==> src/rtl/control_logic.sv <==
// 8259A control block: ICW/OCW decode, configuration registers,
// INTA/poll sequencing, vector and cascade drive.
module control_logic (
  input  logic       clk,
  input  logic       rst_n,
  input  logic [2:0] cas_in,
  output logic [2:0] cas_out,
  output logic       cas_io,
  input  logic       sp_n,
  input  logic       intA_n,
  output logic       int_req,
  input  logic [7:0] internal_data_bus,
  input  logic       write_icw_1,
  input  logic       write_icw_2_4,
  input  logic       write_ocw_1,
  input  logic       write_ocw_2,
  input  logic       write_ocw_3,
  input  logic       read,
  output logic       out_control_logic_data,
  output logic [7:0] control_logic_data,
  output logic       level_or_edge_toriggered_config,
  output logic       special_fully_nest_config,
  output logic       enable_read_register,
  output logic       read_register_isr_or_irr,
  input  logic [7:0] interrupt,
  input  logic [7:0] highest_level_in_service,
  output logic [7:0] interrupt_mask,
  output logic [7:0] interrupt_special_mask,
  output logic [7:0] end_of_interrupt,
  output logic [2:0] priority_rotate,
  output logic       freeze,
  output logic       latch_in_service,
  output logic [7:0] clear_interrupt_request
);

  typedef enum logic [1:0] {
    READY, ICW2, ICW3, ICW4
  } init_t;

  typedef enum logic [1:0] {
    CTL_READY, ACK1, ACK2, POLL
  } ctl_t;

  function automatic logic [2:0] idx(input logic [7:0] v);
    idx = 3'd7;
    for (int i = 7; i >= 0; i--)
      if (v[i]) idx = 3'(i);
  endfunction

  init_t init_q, init_d;
  ctl_t  ctl_q, ctl_d;

  logic       ic4, sngl, ltim;
  logic [4:0] vec;
  logic [7:0] cas_cfg;
  logic       aeoi, ms, buf_mode, sfnm;
  logic [7:0] imr;
  logic       auto_rotate, special_mask;
  logic       rr, ris;
  logic       prev_inta_n, prev_read;
  logic [7:0] ack;
  logic       w_ocw1, w_ocw2, w_ocw3;
  logic       inta_fall, inta_rise, read_fall;
  logic       end_seq;
  logic       cas_slave, cas_sel, slave_ir;
  logic [2:0] ack_idx;
  logic [2:0] ocw2_op;

  assign w_ocw1  = write_ocw_1 && init_q == READY;
  assign w_ocw2  = write_ocw_2 && init_q == READY;
  assign w_ocw3  = write_ocw_3 && init_q == READY;
  assign ocw2_op = internal_data_bus[7:5];

  assign inta_fall = prev_inta_n && !intA_n;
  assign inta_rise = !prev_inta_n && intA_n;
  assign read_fall = prev_read && !read;

  // Init sequencer state register
  always_ff @(posedge clk or negedge rst_n)
    if (!rst_n) init_q <= READY;
    else        init_q <= init_d;

  // Init sequencer next state: ICW3/ICW4 skipped as configured
  always_comb begin
    init_d = init_q;
    if (write_icw_1) begin
      init_d = ICW2;
    end else if (write_icw_2_4) begin
      unique case (init_q)
        ICW2:    init_d = !sngl ? ICW3 : (ic4 ? ICW4 : READY);
        ICW3:    init_d = ic4 ? ICW4 : READY;
        ICW4:    init_d = READY;
        default: init_d = init_q;
      endcase
    end
  end

  // Configuration registers from ICWs and OCWs
  always_ff @(posedge clk or negedge rst_n) begin
    if (!rst_n) begin
      ic4          <= 1'b0;
      sngl         <= 1'b0;
      ltim         <= 1'b0;
      vec          <= '0;
      cas_cfg      <= '0;
      aeoi         <= 1'b0;
      ms           <= 1'b0;
      buf_mode     <= 1'b0;
      sfnm         <= 1'b0;
      imr          <= '0;
      auto_rotate  <= 1'b0;
      special_mask <= 1'b0;
      rr           <= 1'b0;
      ris          <= 1'b0;
    end else if (write_icw_1) begin
      ic4          <= internal_data_bus[0];
      sngl         <= internal_data_bus[1];
      ltim         <= internal_data_bus[3];
      imr          <= '0;
      aeoi         <= 1'b0;
      auto_rotate  <= 1'b0;
      sfnm         <= 1'b0;
      special_mask <= 1'b0;
      rr           <= 1'b1;
      ris          <= 1'b0;
    end else begin
      if (write_icw_2_4) begin
        unique case (init_q)
          ICW2: vec <= internal_data_bus[7:3];
          ICW3: cas_cfg <= internal_data_bus;
          ICW4: begin
            aeoi     <= internal_data_bus[1];
            ms       <= internal_data_bus[2];
            buf_mode <= internal_data_bus[3];
            sfnm     <= internal_data_bus[4];
          end
          default: ;
        endcase
      end
      if (w_ocw1) imr <= internal_data_bus;
      if (w_ocw2 && ocw2_op == 3'b100)
        auto_rotate <= 1'b1;
      if (w_ocw2 && ocw2_op == 3'b000)
        auto_rotate <= 1'b0;
      if (w_ocw3) begin
        if (internal_data_bus[1]) begin
          rr  <= 1'b1;
          ris <= internal_data_bus[0];
        end
        if (internal_data_bus[6])
          special_mask <= internal_data_bus[5];
      end
    end
  end

  // Lowest-priority level: set by OCW2 or auto-rotate
  always_ff @(posedge clk or negedge rst_n) begin
    if (!rst_n)
      priority_rotate <= 3'd7;
    else if (write_icw_1)
      priority_rotate <= 3'd7;
    else if (w_ocw2 && ocw2_op == 3'b101)
      priority_rotate <= idx(highest_level_in_service);
    else if (w_ocw2 && ocw2_op[2:1] == 2'b11)
      priority_rotate <= internal_data_bus[2:0];
    else if (end_seq && auto_rotate)
      priority_rotate <= ack_idx;
  end

  // Previous samples for edge detection
  always_ff @(posedge clk or negedge rst_n) begin
    if (!rst_n) begin
      prev_inta_n <= 1'b0;
      prev_read   <= 1'b0;
    end else begin
      prev_inta_n <= intA_n;
      prev_read   <= read;
    end
  end

  // Acknowledge sequencer state register
  always_ff @(posedge clk or negedge rst_n)
    if (!rst_n) ctl_q <= CTL_READY;
    else        ctl_q <= ctl_d;

  // Acknowledge sequencer next state; poll beats INTA
  always_comb begin
    ctl_d = ctl_q;
    unique case (ctl_q)
      CTL_READY: begin
        if (w_ocw3 && internal_data_bus[2])
          ctl_d = POLL;
        else if (inta_fall)
          ctl_d = ACK1;
      end
      ACK1: if (inta_rise) ctl_d = ACK2;
      ACK2: if (inta_rise) ctl_d = CTL_READY;
      POLL: if (read_fall) ctl_d = CTL_READY;
      default: ctl_d = CTL_READY;
    endcase
  end

  assign freeze   = ctl_q != CTL_READY;
  assign latch_in_service =
    ctl_q == CTL_READY && ctl_d != CTL_READY;
  assign end_seq  = (ctl_q == ACK2 || ctl_q == POLL)
                 && ctl_d == CTL_READY;
  assign ack_idx  = idx(ack);

  // Acknowledged level held through the sequence
  always_ff @(posedge clk or negedge rst_n) begin
    if (!rst_n)                ack <= '0;
    else if (latch_in_service) ack <= interrupt;
    else if (end_seq)          ack <= '0;
  end

  // CPU interrupt line; a new request wins over sequence end
  always_ff @(posedge clk or negedge rst_n) begin
    if (!rst_n)                 int_req <= 1'b0;
    else if (interrupt != 8'h0) int_req <= 1'b1;
    else if (end_seq)           int_req <= 1'b0;
  end

  // IRR clear bits
  always_comb begin
    clear_interrupt_request = '0;
    if (write_icw_1)
      clear_interrupt_request = 8'hFF;
    else if (latch_in_service)
      clear_interrupt_request = interrupt;
  end

  // ISR clear from OCW2 commands and auto-EOI
  always_comb begin
    end_of_interrupt = '0;
    if (w_ocw2) begin
      unique case (ocw2_op)
        3'b001, 3'b101:
          end_of_interrupt = highest_level_in_service;
        3'b011, 3'b111:
          end_of_interrupt = 8'd1 << internal_data_bus[2:0];
        default: end_of_interrupt = '0;
      endcase
    end
    if (end_seq && aeoi)
      end_of_interrupt = end_of_interrupt | ack;
  end

  assign cas_slave = sngl ? 1'b0
                   : (!buf_mode ? !sp_n : !ms);
  assign cas_io    = cas_slave;
  assign cas_sel   = cas_in == cas_cfg[2:0];
  assign slave_ir  = (ack & cas_cfg) != 8'h0;

  // Master drives the slave ID during acknowledge
  always_comb begin
    cas_out = '0;
    if (!cas_slave && slave_ir
        && (ctl_q == ACK1 || ctl_q == ACK2))
      cas_out = ack_idx;
  end

  // Vector or poll word onto the data bus
  always_comb begin
    out_control_logic_data = 1'b0;
    control_logic_data     = '0;
    if (ctl_q == ACK2 && !intA_n
        && (sngl || (cas_slave && cas_sel)
            || (!cas_slave && !slave_ir))) begin
      out_control_logic_data = 1'b1;
      control_logic_data     = {vec, ack_idx};
    end else if (ctl_q == POLL && read) begin
      out_control_logic_data = 1'b1;
      control_logic_data     = (ack != 8'h0)
                             ? {5'b10000, ack_idx} : 8'h00;
    end
  end

  assign level_or_edge_toriggered_config = ltim;
  assign special_fully_nest_config       = sfnm;
  assign enable_read_register            = rr;
  assign read_register_isr_or_irr        = ris;
  assign interrupt_mask                  = imr;
  assign interrupt_special_mask =
    special_mask ? imr : 8'h00;

endmodule

==> config.mk <==
export PLATFORM = sky130hd
export DESIGN_NAME = control_logic
export DESIGN_NICKNAME = d
export VERILOG_FILES = /design/src/rtl/control_logic.sv
export SDC_FILE = /design/constraint.sdc
export NUM_CORES = 1
export LEC_CHECK = 0
export BUFFER_PORTS_ARGS = -buffer_cell sky130_fd_sc_hd__buf_2
export CORE_AREA = 2 2 83 85
export DETAILED_ROUTE_END_ITERATION = 12
export DIE_AREA = 0 0 85 87
export PLACE_DENSITY = 0.83
export SLEW_MARGIN = 20
export SYNTH_ARGS = -nofsm -noshare
export SYNTH_HDL_FRONTEND = slang
export SYNTH_SLANG_ARGS = --single-unit
export TNS_END_PERCENT = 5
==> constraint.sdc <==
create_clock -name clk -period 2.7 [get_ports clk]
set_clock_uncertainty 0.2 [all_clocks]
set_input_delay 0.405 -clock clk [delete_from_list [all_inputs] [get_ports clk]]
set_output_delay 0.405 -clock clk [all_outputs]
set_load 0.05 [all_outputs]
==> flow_metrics.tcl, run 1 <==
set metrics [dict create \
    status "finished with violations" \
    violations "setup timing" \
    detail_route.drc_violations 0 \
    clock_sink_count 50 \
    power_density_nw_per_um2 800 \
    die_x_microns 85 \
    ff2ff_path_depth 9 \
    via_per_inst 5.60 \
    synth_fp_nets 355 \
    ctsLongestPathBuffers 2 \
    numCtsBuffers 5 \
    grt_max_degree 27 \
    synth_flop_cell "dfrtp_1" \
    io_pins 92 \
    p_leak_nw 1.96 \
    grt_pass1_wl_mm 14.2 \
    rsz0062_at_grt "yes" \
    routed_wl_mm 9.04 \
    hpwl_mm 6.56 \
    yosysTopAreaCell "dfrtp_1" \
    reg2reg_to "priority_rotate[0]" \
    whs_endpoint "prev_inta_n" \
    cp_max_fo 8 \
    root_buffer "clkbuf_8" \
    final_nets 478 \
    p_total_mw 3.38 \
    io_buffers 91 \
    ys_ff_latch 50 \
    peakVddDrop_mv 0.499 \
    r2r_start "ctl_q[1]" \
    avgSynthCellArea_sq_um 9.38 \
    worst_slew_pin_slew_ns 0.579 \
    hold_viol 0 \
    drive_gt1_share_pct 44.2 \
    hold_start "intA_n" \
    antenna_found_initial 0 \
    insertion_delay_ns 0.31 \
    yosysWarnings 0 \
    grt_pass1_vias 2956 \
    maxCapViolations 0 \
    arrival_ns 2.48 \
    async_flop_share_pct 100 \
    maxSlewViolCount 0 \
    ff_latch_area_sq_um 1250 \
    cts_tree "yes" \
    std_cell_rows 30 \
    area_delta_synth_final_pct 45.1 \
    yosys.cell_types.count 53 \
    max_freq_mhz 324 \
    critPathKind "register to output pin" \
    synth-edff-count 0 \
    die-area_sq_um 7400 \
    ant_nets 0 \
    setup_viol 18 \
    htree_levels 2 \
    r2r_slack_ns 0.20 \
    multiInputGateArea_sq_um 1770 \
    synth_top_area_share_pct 40.4 \
    initial_utilization_pct 44.3 \
    grtUsageTotal_pct 24.4 \
    grt_remaining_overflow 0 \
    crit_required_ns 2.10 \
    syn_inst 310 \
    max_slew_margin_pct 61.4 \
    finalCritPeriodShare_pct 114 \
    end_kind "output pin" \
    clk_pin_slew_ns 0.09 \
    worstHoldPathType "input pin to register" \
    synth_area_leaders "dfrtp_1, mux2_2, nand2_1, nor2_1, ha_1" \
    netlist_area_sq_um 2910 \
    first_pass_iters 4 \
    fp.dieH_microns 87 \
    holdPathStages 1 \
    fillCellCount 497 \
    timing.final.ws_setup_ns -0.388 \
    wl_per_cell_microns 17.6 \
    post-route-min-period_ns 3.09 \
    gp_congestion 0.881 \
    synth_seq_area_share_pct 43.2 \
    core_area_sq_um 6570 \
    diodes 0 \
    cp-start-kind "register" \
    fin_util_pct 64.2 \
    drtIter0Drc 185 \
    vias 2879 \
]
## cells in the final DEF, fill, tap and decap left out, types with 16 or more instances in the layout
cell type and instances:
nor2_1 24, a21oi_1 18, inv_1 16, dfrtp_1 47
mux2_2 16, buf_4 35, nand3_1 17, buf_6 17
buf_2 66, nand2_1 30
## state kept, by name (all words and copies together) (netlist names), 2 cells and up
name             count
ack                  8
cas_cfg              8
ctl_q                2
init_q               2
interrupt_mask       8
priority_rotate      3
vec                  5
## per-layer routing
metal	wire length, microns	up-vias	track usage (%)
met5	0	-	0
met4	313	0	12.1
met3	461	28	3.89
met2	4740	106	43.5
met1	3530	1407	28.4
li1	-	1338	-
## how the worst max path moves through the flow
stage	cells past startpoint	slack (ns)	to	from
after global placement	10	-0.08	end_of_interrupt[3]	ctl_q[0]
after floorplan	6	-0.08	clear_interrupt_request[1]	ctl_q[1]
after CTS	10	-0.36	end_of_interrupt[0]	ctl_q[0]
after detailed placement	10	-0.24	end_of_interrupt[0]	ctl_q[0]
after global routing	10	-0.49	end_of_interrupt[7]	ctl_q[0]
final	10	-0.39	end_of_interrupt[5]	ctl_q[0]
## cells by family after synthesis
kind of cell | Yosys count | share of synthesized area [%]
and+or+nand+nor | 126 | 22.5
xor gates and xnor gates | 3 | 0.904
buffers and inverters | 31 | 4.43
DFF | 50 | 43.2
AOI/OAI and AO/OA | 70 | 17.2
adders and majority gates | 8 | 3.44
muxes | 22 | 8.39
## worst max-delay path, cell delays in order (launching register included)
cell and delay [ns]:
dfrtp_1 0.42, inv_2 0.07, ha_2 0.19, or2_1 0.25
a221oi_2 0.27, a211oi_2 0.10, nor4b_4 0.24, and2_4 0.20
buf_12 0.15, o2bb2ai_4 0.12, buf_6 0.17
## report_power, final
group	switching [mW]	internal, mW
Combinational	1.13	0.698
Clock	0.253	0.206
Sequential	0.141	0.953
## layout make-up
cell class / count / share of cell area [%]
clock inverter: 2 / 0.297
inverter: 20 / 1.87
timing repair buffer: 127 / 21.8
multi-input combinational: 229 / 42.0
sequential: 50 / 29.7
tap: 80 / 2.37
clock buffer: 6 / 1.96
## per-stage QoR
stage | worst slack, ns | instances | instance area [sq um] | setup TNS [ns] | hold slack [ns]
finish | -0.388 | 514 | 4220 | -3.68 | 0.0760
global route | -0.487 | 514 | 4220 | -6.55 | 0.0677
CTS | -0.363 | 514 | 4160 | -3.06 | 0.0712
detailed placement | -0.240 | 504 | 3880 | -1.88 | 0.229
global placement | -0.0840 | 504 | 3880 | -0.662 | 0.229
floorplan | -0.0775 | 310 | 3110 | -1.21 | -0.0906
## synth_stat cells (2+ instances only)
cell and count:
a211oi_2 2, a21oi_1 18, a22oi_1 8, a31oi_1 2, and2_1 14, and3_1 2, clkbuf_1 7, dfrtp_1 47
dfstp_2 3, ha_1 8, inv_1 19, mux2_1 4, mux2_2 15, mux2i_1 3, nand2_1 30, nand2b_1 13
nand3_1 17, nand4_1 2, nor2_1 28, nor2b_1 8, nor4_1 3, o211ai_1 2, o21ai_0 7, o21ai_1 8
o2bb2ai_1 8, or2_1 3, xnor2_1 3
## timing repair
item	CTS	global route
gates cloned	0	0
gates resized for setup	55	16
pin swaps	8	4
hold buffers	1	0
hold endpoints to repair	22	0
setup buffers	1	0
endpoints found under the setup margin	25	26
No activity file was read; power rests on OpenSTA's default activity.
==> run 2: changes to the inputs <==
--- a/config.mk
+++ b/config.mk
@@ -6,9 +6,9 @@
 export NUM_CORES = 1
 export LEC_CHECK = 0
 export BUFFER_PORTS_ARGS = -buffer_cell sky130_fd_sc_hd__buf_2
-export CORE_AREA = 2 2 83 85
+export CORE_AREA = 5 5 86 88
 export DETAILED_ROUTE_END_ITERATION = 12
-export DIE_AREA = 0 0 85 87
+export DIE_AREA = 0 0 91 93
 export PLACE_DENSITY = 0.83
 export SLEW_MARGIN = 20
 export SYNTH_ARGS = -nofsm -noshare
==> run 2 against run 1 <==
  * The flow still finishes with violations (setup timing)
  * Critical path type unchanged
  * Sequential share of layout area down 0.25 points
  * Routed wire length up 3.4%
  * Largest cell class unchanged
  * Cell count up 0.39%
  * First-iteration DRC count up 9.7%
  * Critical endpoint unchanged
  * Flip-flop and latch count unchanged
  * Global-route usage down 2.4 points
  * Sequential power about the same
  * Largest power group unchanged
  * Die area up 14%
  * Clock power up 12%
  * Highest routed layer unchanged
  * Critical path depth unchanged
==> flow_metrics.tcl, run 2 (synthesized netlist as in run 1, its figures left out) <==
set metrics [dict create \
    worstHoldPathType "input pin to register" \
    maxCapViolations 0 \
    wl_per_cell_microns 18.1 \
    hpwl_mm 6.94 \
    dr_wl_met2_mm 5.00 \
    fin_area_sq_um 4260 \
    wl_met1_mm 3.51 \
    crit_required_ns 2.10 \
    detail_route.drc_violations 0 \
    via_per_inst 5.62 \
    grt_max_degree 33 \
    fp.dieH_microns 93 \
    whs_endpoint "prev_inta_n" \
    io_pins 92 \
    die_x_microns 91 \
    final_nets 480 \
    r2r_slack_ns 0.19 \
    wl_met3_microns 609 \
    hold_start "intA_n" \
    worst_slew_pin_slew_ns 0.735 \
    p_leak_nw 1.98 \
    placed_area_sq_um 3890 \
    diodes 0 \
    first_pass_iters 4 \
    holdPathStages 1 \
    multiInputGateArea_sq_um 1770 \
    post-place-cells 506 \
    cp_max_fo 8 \
    clk_pin_slew_ns 0.08 \
    grtUsageTotal_pct 22.0 \
    violations "setup timing" \
    top_layer "met4" \
    die-area_sq_um 8460 \
    gp_congestion 0.848 \
    drive_gt1_share_pct 43.8 \
    timing.final.ws_setup_ns -0.387 \
    setup_viol 13 \
    root_buffer "clkbuf_8" \
    cp-start-kind "register" \
    std_cell_rows 30 \
    numCtsBuffers 5 \
    reg2reg_to "priority_rotate[0]" \
    io_buffers 91 \
    grt_pass1_vias 2978 \
    ant_nets 0 \
    area_delta_synth_final_pct 46.3 \
    post-route-min-period_ns 3.09 \
    finalNonFillerCells 516 \
    status "finished with violations" \
    r2r_start "ctl_q[0]" \
    maxSlewViolCount 0 \
    core_area_sq_um 6570 \
    htree_levels 2 \
    antenna_found_initial 0 \
    whs_ns 0.0877 \
    end_kind "output pin" \
    vias 2900 \
    max_slew_margin_pct 51.0 \
    critPathKind "register to output pin" \
    peakVddDrop_mv 0.481 \
    layout_commonest_cell "buf_2" \
    power_density_nw_per_um2 810 \
    final_cell_mix "buf_2, dfrtp_1, buf_4" \
    routed_wl_mm 9.35 \
    rsz0062_at_grt "yes" \
    cts_tree "yes" \
    clock_sink_count 50 \
    initial_utilization_pct 44.3 \
    post-place-ws_ns -0.240 \
    arrival_ns 2.48 \
    grt_pass1_wl_mm 14.9 \
    fillCellCount 471 \
    ctsLongestPathBuffers 2 \
    drtIter0Drc 203 \
    ff2ff_path_depth 9 \
    finalCritPeriodShare_pct 114 \
    hold_viol 0 \
    grt_remaining_overflow 0 \
    insertion_delay_ns 0.30 \
    ff_latch_area_sq_um 1250 \
    max_freq_mhz 324 \
]
-- run 2: power by group --
part	switching, mW	internal, mW	total, mW
clock network	0.238	0.277	0.516
registers	0.147	0.953	1.10
logic	1.13	0.703	1.83
-- run 2: cell type report --
type / instances / area share, %
multi-input cells: 229 / 41.7
flip-flops and latches: 50 / 29.5
repair buffers: 129 / 22.1
well taps: 80 / 2.35
inverters: 20 / 1.85
clock buffers: 7 / 1.79
clock inverters: 1 / 0.706
-- run 2: per-stage QoR --
step,utilization (%),setup TNS (ns),total power [mW]
after detailed placement,59.2,-1.81,2.80
after floorplan,-,-1.21,2.20
after global placement,59.2,-0.685,2.75
after CTS,63.6,-3.11,3.38
after global routing,64.8,-5.45,3.63
final,64.8,-3.27,3.45
-- run 2: critical path: stages, from the launching register on --
cell and delay [ns]:
dfrtp_1 0.41, inv_2 0.06, ha_2 0.18, or2_1 0.25, a221oi_2 0.30, a211oi_2 0.10, nor4b_4 0.24, and2_4 0.20
buf_12 0.15, o2bb2ai_4 0.12, buf_6 0.17
-- run 2: worst max-delay path by stage --
stage	startpoint	to	slack, ns	cells past startpoint
global placement	ctl_q[0]	end_of_interrupt[3]	-0.09	10
global route	ctl_q[0]	end_of_interrupt[3]	-0.50	10
finish	ctl_q[0]	end_of_interrupt[5]	-0.39	10
CTS	ctl_q[0]	end_of_interrupt[2]	-0.33	10
floorplan	ctl_q[1]	clear_interrupt_request[1]	-0.08	6
detailed placement	ctl_q[0]	end_of_interrupt[3]	-0.24	10
-- run 2: per-layer routing --
layer	track usage, %	vias up
li1	-	1339
met1	25.5	1412
met2	40.2	127
met3	3.86	22
met4	8.31	0
met5	0	-
-- run 2: what timing repair did --
item / 4_1_cts / 5_1_grt
hold endpoints to repair: 27 / 0
hold buffers: 1 / 0
endpoints found under the setup margin: 25 / 25
buffers inserted: 1 / 0
resized for setup: 52 / 22
pin swaps: 8 / 3
